File: src/rtl/tcam_entry_writer_pkg.sv
// ---------------------------------------------------------------------------
// tcam_wr_pkg
// Shared constants for the TCAM entry writer: geometry, command op codes,
// response status codes, FSM state encodings and key helpers.
// Optional feature macro used by the writer: TCAM_READBACK_EN.
// ---------------------------------------------------------------------------
package tcam_wr_pkg;

  localparam int KEY_W  = 4;
  localparam int DEPTH  = 16;
  localparam int ADDR_W = 4;

  localparam logic [ADDR_W-1:0] LAST_ADDR = ADDR_W'(DEPTH - 1);

  // command op codes
  localparam logic [1:0] OP_READ       = 2'b00;
  localparam logic [1:0] OP_WRITE      = 2'b01;
  localparam logic [1:0] OP_INVALIDATE = 2'b10;
  localparam logic [1:0] OP_CLEAR_ALL  = 2'b11;

  // response status codes
  localparam logic [1:0] ST_OK       = 2'b00;
  localparam logic [1:0] ST_KEY_NORM = 2'b01;
  localparam logic [1:0] ST_UNSUP    = 2'b11;

  // FSM state encodings
  typedef logic [1:0] state_t;
  localparam state_t S_IDLE  = 2'd0;
  localparam state_t S_WRITE = 2'd1;
  localparam state_t S_SWEEP = 2'd2;
  localparam state_t S_RESP  = 2'd3;

  // Stored key: don't-care bits are forced to zero.
  function automatic logic [KEY_W-1:0] norm_key(input logic [KEY_W-1:0] key,
                                                input logic [KEY_W-1:0] mask);
    return key & mask;
  endfunction

  // True when the key carries ones in bit positions the mask ignores.
  function automatic logic key_needs_norm(input logic [KEY_W-1:0] key,
                                          input logic [KEY_W-1:0] mask);
    return (key & ~mask) != {KEY_W{1'b0}};
  endfunction

endpackage

File: src/rtl/tcam_entry_writer_if.sv
// ---------------------------------------------------------------------------
// tcam_entry_writer_if
// Bundles the command, response, TCAM write port, lookup stall and valid
// bitmap signals of the TCAM entry writer.
//   master : control-plane side (drives commands, lookup_busy, rsp_rdy)
//   slave  : the writer (drives cmd_rdy, wr_*, rsp_*, entry_valid)
// ---------------------------------------------------------------------------
interface tcam_entry_writer_if;
  import tcam_wr_pkg::*;

  logic              cmd_vld;
  logic              cmd_rdy;
  logic [1:0]        cmd_op;
  logic [ADDR_W-1:0] cmd_addr;
  logic [KEY_W-1:0]  cmd_key;
  logic [KEY_W-1:0]  cmd_mask;
  logic              lookup_busy;
  logic              wr_en;
  logic [ADDR_W-1:0] wr_addr;
  logic [KEY_W-1:0]  wr_key;
  logic [KEY_W-1:0]  wr_mask;
  logic              wr_valid;
  logic              rsp_vld;
  logic              rsp_rdy;
  logic [1:0]        rsp_status;
  logic [KEY_W-1:0]  rsp_key;
  logic [KEY_W-1:0]  rsp_mask;
  logic [DEPTH-1:0]  entry_valid;

  modport master (
    output cmd_vld, cmd_op, cmd_addr, cmd_key, cmd_mask, lookup_busy, rsp_rdy,
    input  cmd_rdy, wr_en, wr_addr, wr_key, wr_mask, wr_valid,
           rsp_vld, rsp_status, rsp_key, rsp_mask, entry_valid
  );

  modport slave (
    input  cmd_vld, cmd_op, cmd_addr, cmd_key, cmd_mask, lookup_busy, rsp_rdy,
    output cmd_rdy, wr_en, wr_addr, wr_key, wr_mask, wr_valid,
           rsp_vld, rsp_status, rsp_key, rsp_mask, entry_valid
  );

endinterface

File: src/rtl/tcam_entry_writer_shadow_regs.sv
// ---------------------------------------------------------------------------
// tcam_shadow_regs
// Shadow copy of every TCAM entry's {key, mask} so software can read entries
// back. One synchronous write port, asynchronous read. Only built when the
// TCAM_READBACK_EN macro is defined.
// Ports: clk, reset (async, active-high), we, waddr, wdata, raddr, rdata.
// ---------------------------------------------------------------------------
`ifdef TCAM_READBACK_EN
module tcam_shadow_regs
  import tcam_wr_pkg::*;
(
  input  logic                 clk,
  input  logic                 reset,
  input  logic                 we,
  input  logic [ADDR_W-1:0]    waddr,
  input  logic [2*KEY_W-1:0]   wdata,
  input  logic [ADDR_W-1:0]    raddr,
  output logic [2*KEY_W-1:0]   rdata
);

  logic [2*KEY_W-1:0] mem_r [DEPTH];

  // Shadow storage, written alongside the TCAM write strobe.
  always_ff @(posedge clk or posedge reset) begin
    if (reset) begin
      for (int i = 0; i < DEPTH; i++) begin
        mem_r[i] <= {(2*KEY_W){1'b0}};
      end
    end else if (we) begin
      mem_r[waddr] <= wdata;
    end
  end

  assign rdata = mem_r[raddr];

endmodule
`endif

File: src/rtl/tcam_entry_writer.sv
// ---------------------------------------------------------------------------
// tcam_entry_writer
// Control-plane write side of the match TCAM. Accepts READ / WRITE /
// INVALIDATE / CLEAR_ALL commands, drives the TCAM entry write port one entry
// per cycle, stalls writes while a lookup is in flight and keeps a per-entry
// valid bitmap.
// Ports: clk, reset (async, active-high), bus (tcam_entry_writer_if.slave).
// Optional feature: TCAM_READBACK_EN adds a shadow key/mask store so READ
// returns entry contents; without it READ answers UNSUPPORTED.
// ---------------------------------------------------------------------------
module tcam_entry_writer
  import tcam_wr_pkg::*;
(
  input  logic              clk,
  input  logic              reset,
  tcam_entry_writer_if.slave bus
);

  state_t            state_r, state_s;
  logic [ADDR_W-1:0] addr_r;
  logic [KEY_W-1:0]  key_r, mask_r;
  logic              valid_r;
  logic [1:0]        status_r;
  logic [KEY_W-1:0]  rsp_key_r, rsp_mask_r;
  logic [DEPTH-1:0]  entry_valid_r;
  logic              accept_s;
  logic              wr_fire_s;
  logic [1:0]        rd_status_s;
  logic [KEY_W-1:0]  rd_key_s, rd_mask_s;

  assign accept_s  = bus.cmd_vld && bus.cmd_rdy;
  // The lookup stall gates the strobe combinationally so no write ever
  // overlaps a busy cycle; the sweep address simply holds meanwhile.
  assign wr_fire_s = ((state_r == S_WRITE) || (state_r == S_SWEEP)) && !bus.lookup_busy;

`ifdef TCAM_READBACK_EN
  logic [2*KEY_W-1:0] shadow_rd_s;

  tcam_shadow_regs u_shadow (
    .clk   (clk),
    .reset (reset),
    .we    (wr_fire_s),
    .waddr (addr_r),
    .wdata ({key_r, mask_r}),
    .raddr (bus.cmd_addr),
    .rdata (shadow_rd_s)
  );

  // READ answer from the shadow store; an invalid entry is flagged with 01.
  always_comb begin
    rd_key_s  = shadow_rd_s[2*KEY_W-1:KEY_W];
    rd_mask_s = shadow_rd_s[KEY_W-1:0];
    if (entry_valid_r[bus.cmd_addr]) begin
      rd_status_s = ST_OK;
    end else begin
      rd_status_s = ST_KEY_NORM;
    end
  end
`else
  assign rd_status_s = ST_UNSUP;
  assign rd_key_s    = {KEY_W{1'b0}};
  assign rd_mask_s   = {KEY_W{1'b0}};
`endif

  // Next-state logic.
  always_comb begin
    state_s = state_r;
    case (state_r)
      S_IDLE: begin
        if (accept_s) begin
          case (bus.cmd_op)
            OP_WRITE, OP_INVALIDATE: state_s = S_WRITE;
            OP_CLEAR_ALL:            state_s = S_SWEEP;
            OP_READ:                 state_s = S_RESP;
            default:                 state_s = S_IDLE;
          endcase
        end else begin
          state_s = S_IDLE;
        end
      end
      S_WRITE: begin
        if (wr_fire_s) state_s = S_RESP;
        else           state_s = S_WRITE;
      end
      S_SWEEP: begin
        if (wr_fire_s && (addr_r == LAST_ADDR)) state_s = S_RESP;
        else                                    state_s = S_SWEEP;
      end
      S_RESP: begin
        if (bus.rsp_rdy) state_s = S_IDLE;
        else             state_s = S_RESP;
      end
      default: state_s = S_IDLE;
    endcase
  end

  // State register.
  always_ff @(posedge clk or posedge reset) begin
    if (reset) state_r <= S_IDLE;
    else       state_r <= state_s;
  end

  // Command capture at accept, plus the sweep address counter.
  always_ff @(posedge clk or posedge reset) begin
    if (reset) begin
      addr_r     <= {ADDR_W{1'b0}};
      key_r      <= {KEY_W{1'b0}};
      mask_r     <= {KEY_W{1'b0}};
      valid_r    <= 1'b0;
      status_r   <= ST_OK;
      rsp_key_r  <= {KEY_W{1'b0}};
      rsp_mask_r <= {KEY_W{1'b0}};
    end else if (accept_s) begin
      rsp_key_r  <= {KEY_W{1'b0}};
      rsp_mask_r <= {KEY_W{1'b0}};
      case (bus.cmd_op)
        OP_WRITE: begin
          addr_r   <= bus.cmd_addr;
          key_r    <= norm_key(bus.cmd_key, bus.cmd_mask);
          mask_r   <= bus.cmd_mask;
          valid_r  <= 1'b1;
          status_r <= key_needs_norm(bus.cmd_key, bus.cmd_mask) ? ST_KEY_NORM : ST_OK;
        end
        OP_INVALIDATE: begin
          addr_r   <= bus.cmd_addr;
          key_r    <= {KEY_W{1'b0}};
          mask_r   <= {KEY_W{1'b0}};
          valid_r  <= 1'b0;
          status_r <= ST_OK;
        end
        OP_CLEAR_ALL: begin
          addr_r   <= {ADDR_W{1'b0}};
          key_r    <= {KEY_W{1'b0}};
          mask_r   <= {KEY_W{1'b0}};
          valid_r  <= 1'b0;
          status_r <= ST_OK;
        end
        default: begin
          status_r   <= rd_status_s;
          rsp_key_r  <= rd_key_s;
          rsp_mask_r <= rd_mask_s;
        end
      endcase
    end else if ((state_r == S_SWEEP) && wr_fire_s && (addr_r != LAST_ADDR)) begin
      addr_r <= addr_r + ADDR_W'(1);
    end
  end

  // Valid bitmap follows every write strobe.
  always_ff @(posedge clk or posedge reset) begin
    if (reset)          entry_valid_r <= {DEPTH{1'b0}};
    else if (wr_fire_s) entry_valid_r[addr_r] <= valid_r;
  end

  // cmd_rdy is held low while reset is asserted.
  assign bus.cmd_rdy     = (state_r == S_IDLE) && !reset;
  assign bus.wr_en       = wr_fire_s;
  assign bus.wr_addr     = addr_r;
  assign bus.wr_key      = key_r;
  assign bus.wr_mask     = mask_r;
  assign bus.wr_valid    = valid_r;
  assign bus.rsp_vld     = (state_r == S_RESP);
  assign bus.rsp_status  = status_r;
  assign bus.rsp_key     = rsp_key_r;
  assign bus.rsp_mask    = rsp_mask_r;
  assign bus.entry_valid = entry_valid_r;

endmodule

File: src/flat_wrapper.sv
// flat-port wrapper written by rule: the top's interface ports become plain ports
module tcam_entry_writer_flat import tcam_wr_pkg::*;
  (clk, reset, bus_cmd_vld, bus_cmd_op, bus_cmd_addr, bus_cmd_key, bus_cmd_mask, bus_lookup_busy, bus_rsp_rdy, bus_cmd_rdy, bus_wr_en, bus_wr_addr, bus_wr_key, bus_wr_mask, bus_wr_valid, bus_rsp_vld, bus_rsp_status, bus_rsp_key, bus_rsp_mask, bus_entry_valid);
  tcam_entry_writer_if bus_i ();
  input  logic clk;
  input  logic reset;
  input wire logic [$bits(bus_i.cmd_vld)-1:0] bus_cmd_vld;
  input wire logic [$bits(bus_i.cmd_op)-1:0] bus_cmd_op;
  input wire logic [$bits(bus_i.cmd_addr)-1:0] bus_cmd_addr;
  input wire logic [$bits(bus_i.cmd_key)-1:0] bus_cmd_key;
  input wire logic [$bits(bus_i.cmd_mask)-1:0] bus_cmd_mask;
  input wire logic [$bits(bus_i.lookup_busy)-1:0] bus_lookup_busy;
  input wire logic [$bits(bus_i.rsp_rdy)-1:0] bus_rsp_rdy;
  output wire logic [$bits(bus_i.cmd_rdy)-1:0] bus_cmd_rdy;
  output wire logic [$bits(bus_i.wr_en)-1:0] bus_wr_en;
  output wire logic [$bits(bus_i.wr_addr)-1:0] bus_wr_addr;
  output wire logic [$bits(bus_i.wr_key)-1:0] bus_wr_key;
  output wire logic [$bits(bus_i.wr_mask)-1:0] bus_wr_mask;
  output wire logic [$bits(bus_i.wr_valid)-1:0] bus_wr_valid;
  output wire logic [$bits(bus_i.rsp_vld)-1:0] bus_rsp_vld;
  output wire logic [$bits(bus_i.rsp_status)-1:0] bus_rsp_status;
  output wire logic [$bits(bus_i.rsp_key)-1:0] bus_rsp_key;
  output wire logic [$bits(bus_i.rsp_mask)-1:0] bus_rsp_mask;
  output wire logic [$bits(bus_i.entry_valid)-1:0] bus_entry_valid;
  assign bus_i.cmd_vld = bus_cmd_vld;
  assign bus_i.cmd_op = bus_cmd_op;
  assign bus_i.cmd_addr = bus_cmd_addr;
  assign bus_i.cmd_key = bus_cmd_key;
  assign bus_i.cmd_mask = bus_cmd_mask;
  assign bus_i.lookup_busy = bus_lookup_busy;
  assign bus_i.rsp_rdy = bus_rsp_rdy;
  assign bus_cmd_rdy = bus_i.cmd_rdy;
  assign bus_wr_en = bus_i.wr_en;
  assign bus_wr_addr = bus_i.wr_addr;
  assign bus_wr_key = bus_i.wr_key;
  assign bus_wr_mask = bus_i.wr_mask;
  assign bus_wr_valid = bus_i.wr_valid;
  assign bus_rsp_vld = bus_i.rsp_vld;
  assign bus_rsp_status = bus_i.rsp_status;
  assign bus_rsp_key = bus_i.rsp_key;
  assign bus_rsp_mask = bus_i.rsp_mask;
  assign bus_entry_valid = bus_i.entry_valid;
  tcam_entry_writer u_core (.clk(clk), .reset(reset), .bus(bus_i));
endmodule
File: config.mk
export PLATFORM = sky130hd
export DESIGN_NAME = tcam_entry_writer_flat
export DESIGN_NICKNAME = d
export VERILOG_FILES = /design/src/rtl/tcam_entry_writer_pkg.sv /design/src/rtl/tcam_entry_writer_if.sv /design/src/rtl/tcam_entry_writer_shadow_regs.sv /design/src/rtl/tcam_entry_writer.sv /design/src/flat_wrapper.sv
export SDC_FILE = /design/constraint.sdc
export NUM_CORES = 1
export LEC_CHECK = 0
export BUFFER_PORTS_ARGS = -buffer_cell sky130_fd_sc_hd__buf_2
export CORE_MARGIN = 5
export CORE_UTILIZATION = 45
export DETAILED_ROUTE_END_ITERATION = 7
export PLACE_DENSITY = 0.85
export SYNTH_ARGS = -nofsm -noshare
export SYNTH_HDL_FRONTEND = slang
export SYNTH_HIERARCHICAL = 1
export SYNTH_SLANG_ARGS = --single-unit
File: constraint.sdc
create_clock -name clk -period 1.6 [get_ports clk]
set_input_delay 0.08 -clock clk [delete_from_list [all_inputs] [get_ports clk]]
set_output_delay 0.08 -clock clk [all_outputs]
set_load 0.01 [all_outputs]
==> results list <==
* Result of the run: complete, but fails checks
- The checks that failed: negative setup slack.
- Number of top-level design ports: 61
- The first global-routing pass estimated 7.18 mm of wire.
- Via count of the first global-routing pass: 1513
* Path type of the worst min-delay path: in2reg
* Cell area after synthesis: 1850 µm²
- In this design, the largest share of critical-path delay is due to flip-flops.
- The total area inside the core boundary comes to 4000 µm².
* Residual DRC: 0
* Cts bufs inserted: 5
* Area of all placed cells without fillers: roughly 2500 µm²
- Together, buffers and inverters on the worst path number 2.
- VDD sags by at most 778 µV.
- The H-tree was split into 2 levels.
- Count of pins over their slew limit: 0
- Arrival time of data at the critical path endpoint: about 1.8 ns
- Using the TritonRoute via totals, the vias-per-cell ratio works out to 4.95.
- Flip-flop cell with the highest count after synthesis: sky130_fd_sc_hd__dfrtp_1
* RSZ-0062 raised after global routing: yes
* Cell area power density: 1610 nW/µm²
- The netlist uses 35 different library cells.
- Number of clock sinks: 33
- Once the floorplan was initialized, standard cells occupied roughly 46% of the core.
* Count of nets after finishing: between 200 and 300
* Period Utilization, post-route: 102%
* Clock root buffer: sky130_fd_sc_hd__clkbuf_8
- DR iter-0 viols: 102
* Type of destination of the critical path: flop
- Mean area per synthesized cell: about 9.9 µm²
- The repair_antennas step left the layout with diodes totalling 0.
* Async SR Flop Fraction: 100%
- Placement-stage cell area: 2220 µm²
- In this run, placement finished with an instance count of just under 300.
* Delay of the slowest critical-path stage: 0.36 ns
- Startpoint-to-endpoint class of the critical path: reg2reg
- Antenna violations before repair: 0
* Portion of synthesized cell area occupied by the leading cell type: 44.7%
- The clock network is responsible for 17.5% of the overall power.
* NetSw: approximately 1.6 mW
- Most common library cells after synthesis: 33 x sky130_fd_sc_hd__dfrtp_1, 24 x sky130_fd_sc_hd__nand2_1, 17 x sky130_fd_sc_hd__mux2_2
- Global routing finished with a remaining overflow of 0.
- Number of standard cells in the layout, taps in and fillers out: about 310
- For this run, the top clock speed supported by timing is 614 MHz.
- The post-route netlist has 46.9% of its cells at a drive strength greater than 1.
- For this run, the share of the core covered by cells in the final layout is just over 60%.
- Post-route antenna net violation count: 0
- Maximum number of pins on one net before global-route repair: 34
- Yosys instantiated no cell more often than sky130_fd_sc_hd__dfrtp_1.
* Tot GR Track Use: between 10% and 20%
* Data required time of the worst path: around 1.8 ns
- Maximum root-to-sink buffer count: 2
- The number of hold violations in the final report is 0.
* Number of maximum-capacitance constraint violations: 0
- Setup violations remaining at the end of the flow were counted as 6.
- First-pass iteration count of the detailed router: 4
- Die Span X: 74.1 µm
* Slew at the pin closest to its max-slew limit: 0.505 ns
* Placer's final routability congestion estimate: between 0.8 and 0.9
- DIE HEIGHT: 74.1 µm
- Leak pwr: 1.28 nW
- Clock network latency to the later pin of the worst-skew pair: 0.29 ns
- The count of buffers added on input and output ports is 52.
* Synth top area cells: sky130_fd_sc_hd__dfrtp_1 45%, sky130_fd_sc_hd__mux2_2 10%, sky130_fd_sc_hd__ha_1 9.5%
- Growth of design area from synthesis to finish: 33.6%
- Post-synthesis cell count: 187
* Minimum clock period: approximately 1.6 ns
- Headroom to the max-slew limit: 66.3%
- Worst-path cell with the longest stage delay: sky130_fd_sc_hd__dfrtp_1
- CTS tree: done
- Post-detailed-routing wire length: about 4.3 mm
* Largest driver fanout on the critical path: 4
- For this run, the register share of the synthesized area comes to 44.7%.
- Summed over all instances, the cell type with the most area after synthesis is sky130_fd_sc_hd__dfrtp_1.
- Slack of the critical path: -0.0281 ns
* Portion of total power attributed to combinational logic: ~46%
- Switching power share of the total: 39.1%
* Crit path cell chain: inv_2 -> ha_4 -> nor2b_4 -> buf_6 -> nand2_4 -> nor2_2 -> mux2_2
- Dividing the detail-routed wire length by the instance count gives 13.9 µm.
- After clock tree synthesis, the clock-pin slew on the worst setup and hold paths is 0.07 ns.
- Setup total negative slack on the finished layout was measured at -0.107 ns.
* Via count of the routed design: 1516
- Register bit total from synthesis: 33
- Internal power contribution: ~2.4 mW
* Clock Skews: 0.00952 ns
- After floorplanning, the core was divided into 23 placement rows.
- Reg power frac: 36.8%
- After legalization and detailed placement, the total HPWL measured 3.12 mm.
- Yosys printed 6 warnings.
- The floorplan step defined a die boundary enclosing 5490 µm².
* Number of enable-type register cells in the synthesized netlist: 0
* Worst Setup Start Kind: flop
final cells by class:
class	instances	area [µm²]
Fill cell	348	1530
Multi-Input combinational cell	134	1030
Sequential cell	33	827
Timing Repair Buffer	69	400
Clock buffer	7	96.3
Tap cell	50	62.6
Inverter	12	45.0
Clock inverter	1	5.00
through the flow:
step                      worst slack, ns  total power, mW  hold slack, ns
after floorplan                   -0.0317             2.39           0.201
after global placement            0.00155             3.02           0.212
after detailed placement          -0.0732             3.08           0.219
after CTS                         -0.0207             3.92          0.0278
after global routing              -0.0946             4.30          0.0351
final                             -0.0281             3.99          0.0346
power by group through the flow:
| stage | clock network [mW] | logic, mW | registers (mW) |
|---|---|---|---|
| final | 0.698 | 1.82 | 1.47 |
| after CTS | 0.718 | 1.74 | 1.46 |
| after global placement | 0 | 1.56 | 1.46 |
| after detailed placement | 0 | 1.62 | 1.46 |
| after global routing | 0.757 | 2.01 | 1.53 |
| after floorplan | 0 | 0.870 | 1.52 |
worst register-to-register path, stage by stage (launching register included):
cell	delay [ns]
sky130_fd_sc_hd__dfrtp_1	0.36
sky130_fd_sc_hd__inv_2	0.06
sky130_fd_sc_hd__ha_4	0.26
sky130_fd_sc_hd__nor2b_4	0.15
sky130_fd_sc_hd__buf_6	0.14
sky130_fd_sc_hd__nand2_4	0.08
sky130_fd_sc_hd__nor2_2	0.12
sky130_fd_sc_hd__mux2_2	0.35
cell usage in the layout (no fill, tap or decap), types with 3 or more instances in the layout:
| cell | n |
|---|---|
| sky130_fd_sc_hd__buf_2 | 51 |
| sky130_fd_sc_hd__dfrtp_1 | 32 |
| sky130_fd_sc_hd__nand2_1 | 21 |
| sky130_fd_sc_hd__buf_4 | 15 |
| sky130_fd_sc_hd__mux2_2 | 12 |
| sky130_fd_sc_hd__ha_1 | 12 |
| sky130_fd_sc_hd__inv_1 | 10 |
| sky130_fd_sc_hd__o21ai_0 | 10 |
| sky130_fd_sc_hd__nand3_1 | 9 |
| sky130_fd_sc_hd__nor2_2 | 8 |
| sky130_fd_sc_hd__conb_1 | 8 |
| sky130_fd_sc_hd__clkbuf_8 | 7 |
| sky130_fd_sc_hd__mux2_4 | 5 |
| sky130_fd_sc_hd__nor2_1 | 4 |
| sky130_fd_sc_hd__nand2_4 | 3 |
| sky130_fd_sc_hd__nor2_4 | 3 |
| sky130_fd_sc_hd__nand2b_1 | 3 |
| sky130_fd_sc_hd__a31oi_1 | 3 |
| sky130_fd_sc_hd__nor3_1 | 3 |
| sky130_fd_sc_hd__nor2b_1 | 3 |
worst paths after layout:
path,slack (ns),startpoint,to,depth (start not counted)
max,-0.03,u_core/state_r[1]$_DFF_PP0_,u_core/bus.entry_valid[13]$_DFFE_PP0P_,7
min in group asynchronous,0.45,reset,u_core/bus.wr_addr[3]$_DFFE_PP0P_,4
max reg2reg,-0.03,u_core/state_r[1]$_DFF_PP0_,u_core/bus.entry_valid[13]$_DFFE_PP0P_,7
min reg2reg,0.47,u_core/bus.rsp_status[1]$_DFFE_PP0N_,u_core/bus.rsp_status[1]$_DFFE_PP0N_,2
max in group asynchronous,0.83,reset,u_core/bus.wr_addr[0]$_DFFE_PP0P_,4
min,0.03,bus_cmd_mask[1],u_core/bus.wr_mask[1]$_DFFE_PP0P_,3
timing repair:
item | 4_1_cts | 5_1_grt
setup buffers | 2 | 2
resized for setup | 14 | 16
pin swaps | 3 | 5
endpoints found under the setup margin | 12 | 22
endpoints found under the hold margin | 33 | 0
hold buffers | 1 | 0
flip-flops by register name, summed over array words and instances, names as in the netlist:
signal and flops:
u_core/state_r 2, u_core/bus.wr_mask 4, u_core/bus.rsp_status 2, u_core/bus.wr_valid 1, u_core/bus.wr_key 4, u_core/bus.entry_valid 16
u_core/bus.wr_addr 4
cells by family (layout without fill, tap and decap cells):
family | after synthesis | after routing | share of synthesized area, %
AND/OR/NAND/NOR | 69 | 69 | 18.7
flip-flops | 33 | 33 | 44.7
buffers and inverters | 27 | 89 | 7.44
AO/OA/AOI/OAI | 24 | 24 | 8.05
multiplexers | 19 | 19 | 11.4
adder cells (fa/ha/maj) | 14 | 14 | 9.47
other | 1 | 8 | 0.203
per-layer routing:
| layer | GRT usage [%] | share of wire (%) |
|---|---|---|
| met1 | 22.9 | 46 |
| met2 | 26.1 | 44 |
| met3 | 6.22 | 8.0 |
| met4 | 6.24 | 1.7 |
| met5 | 0 | 0 |
Note: power is estimated with default switching activity, not from simulation.
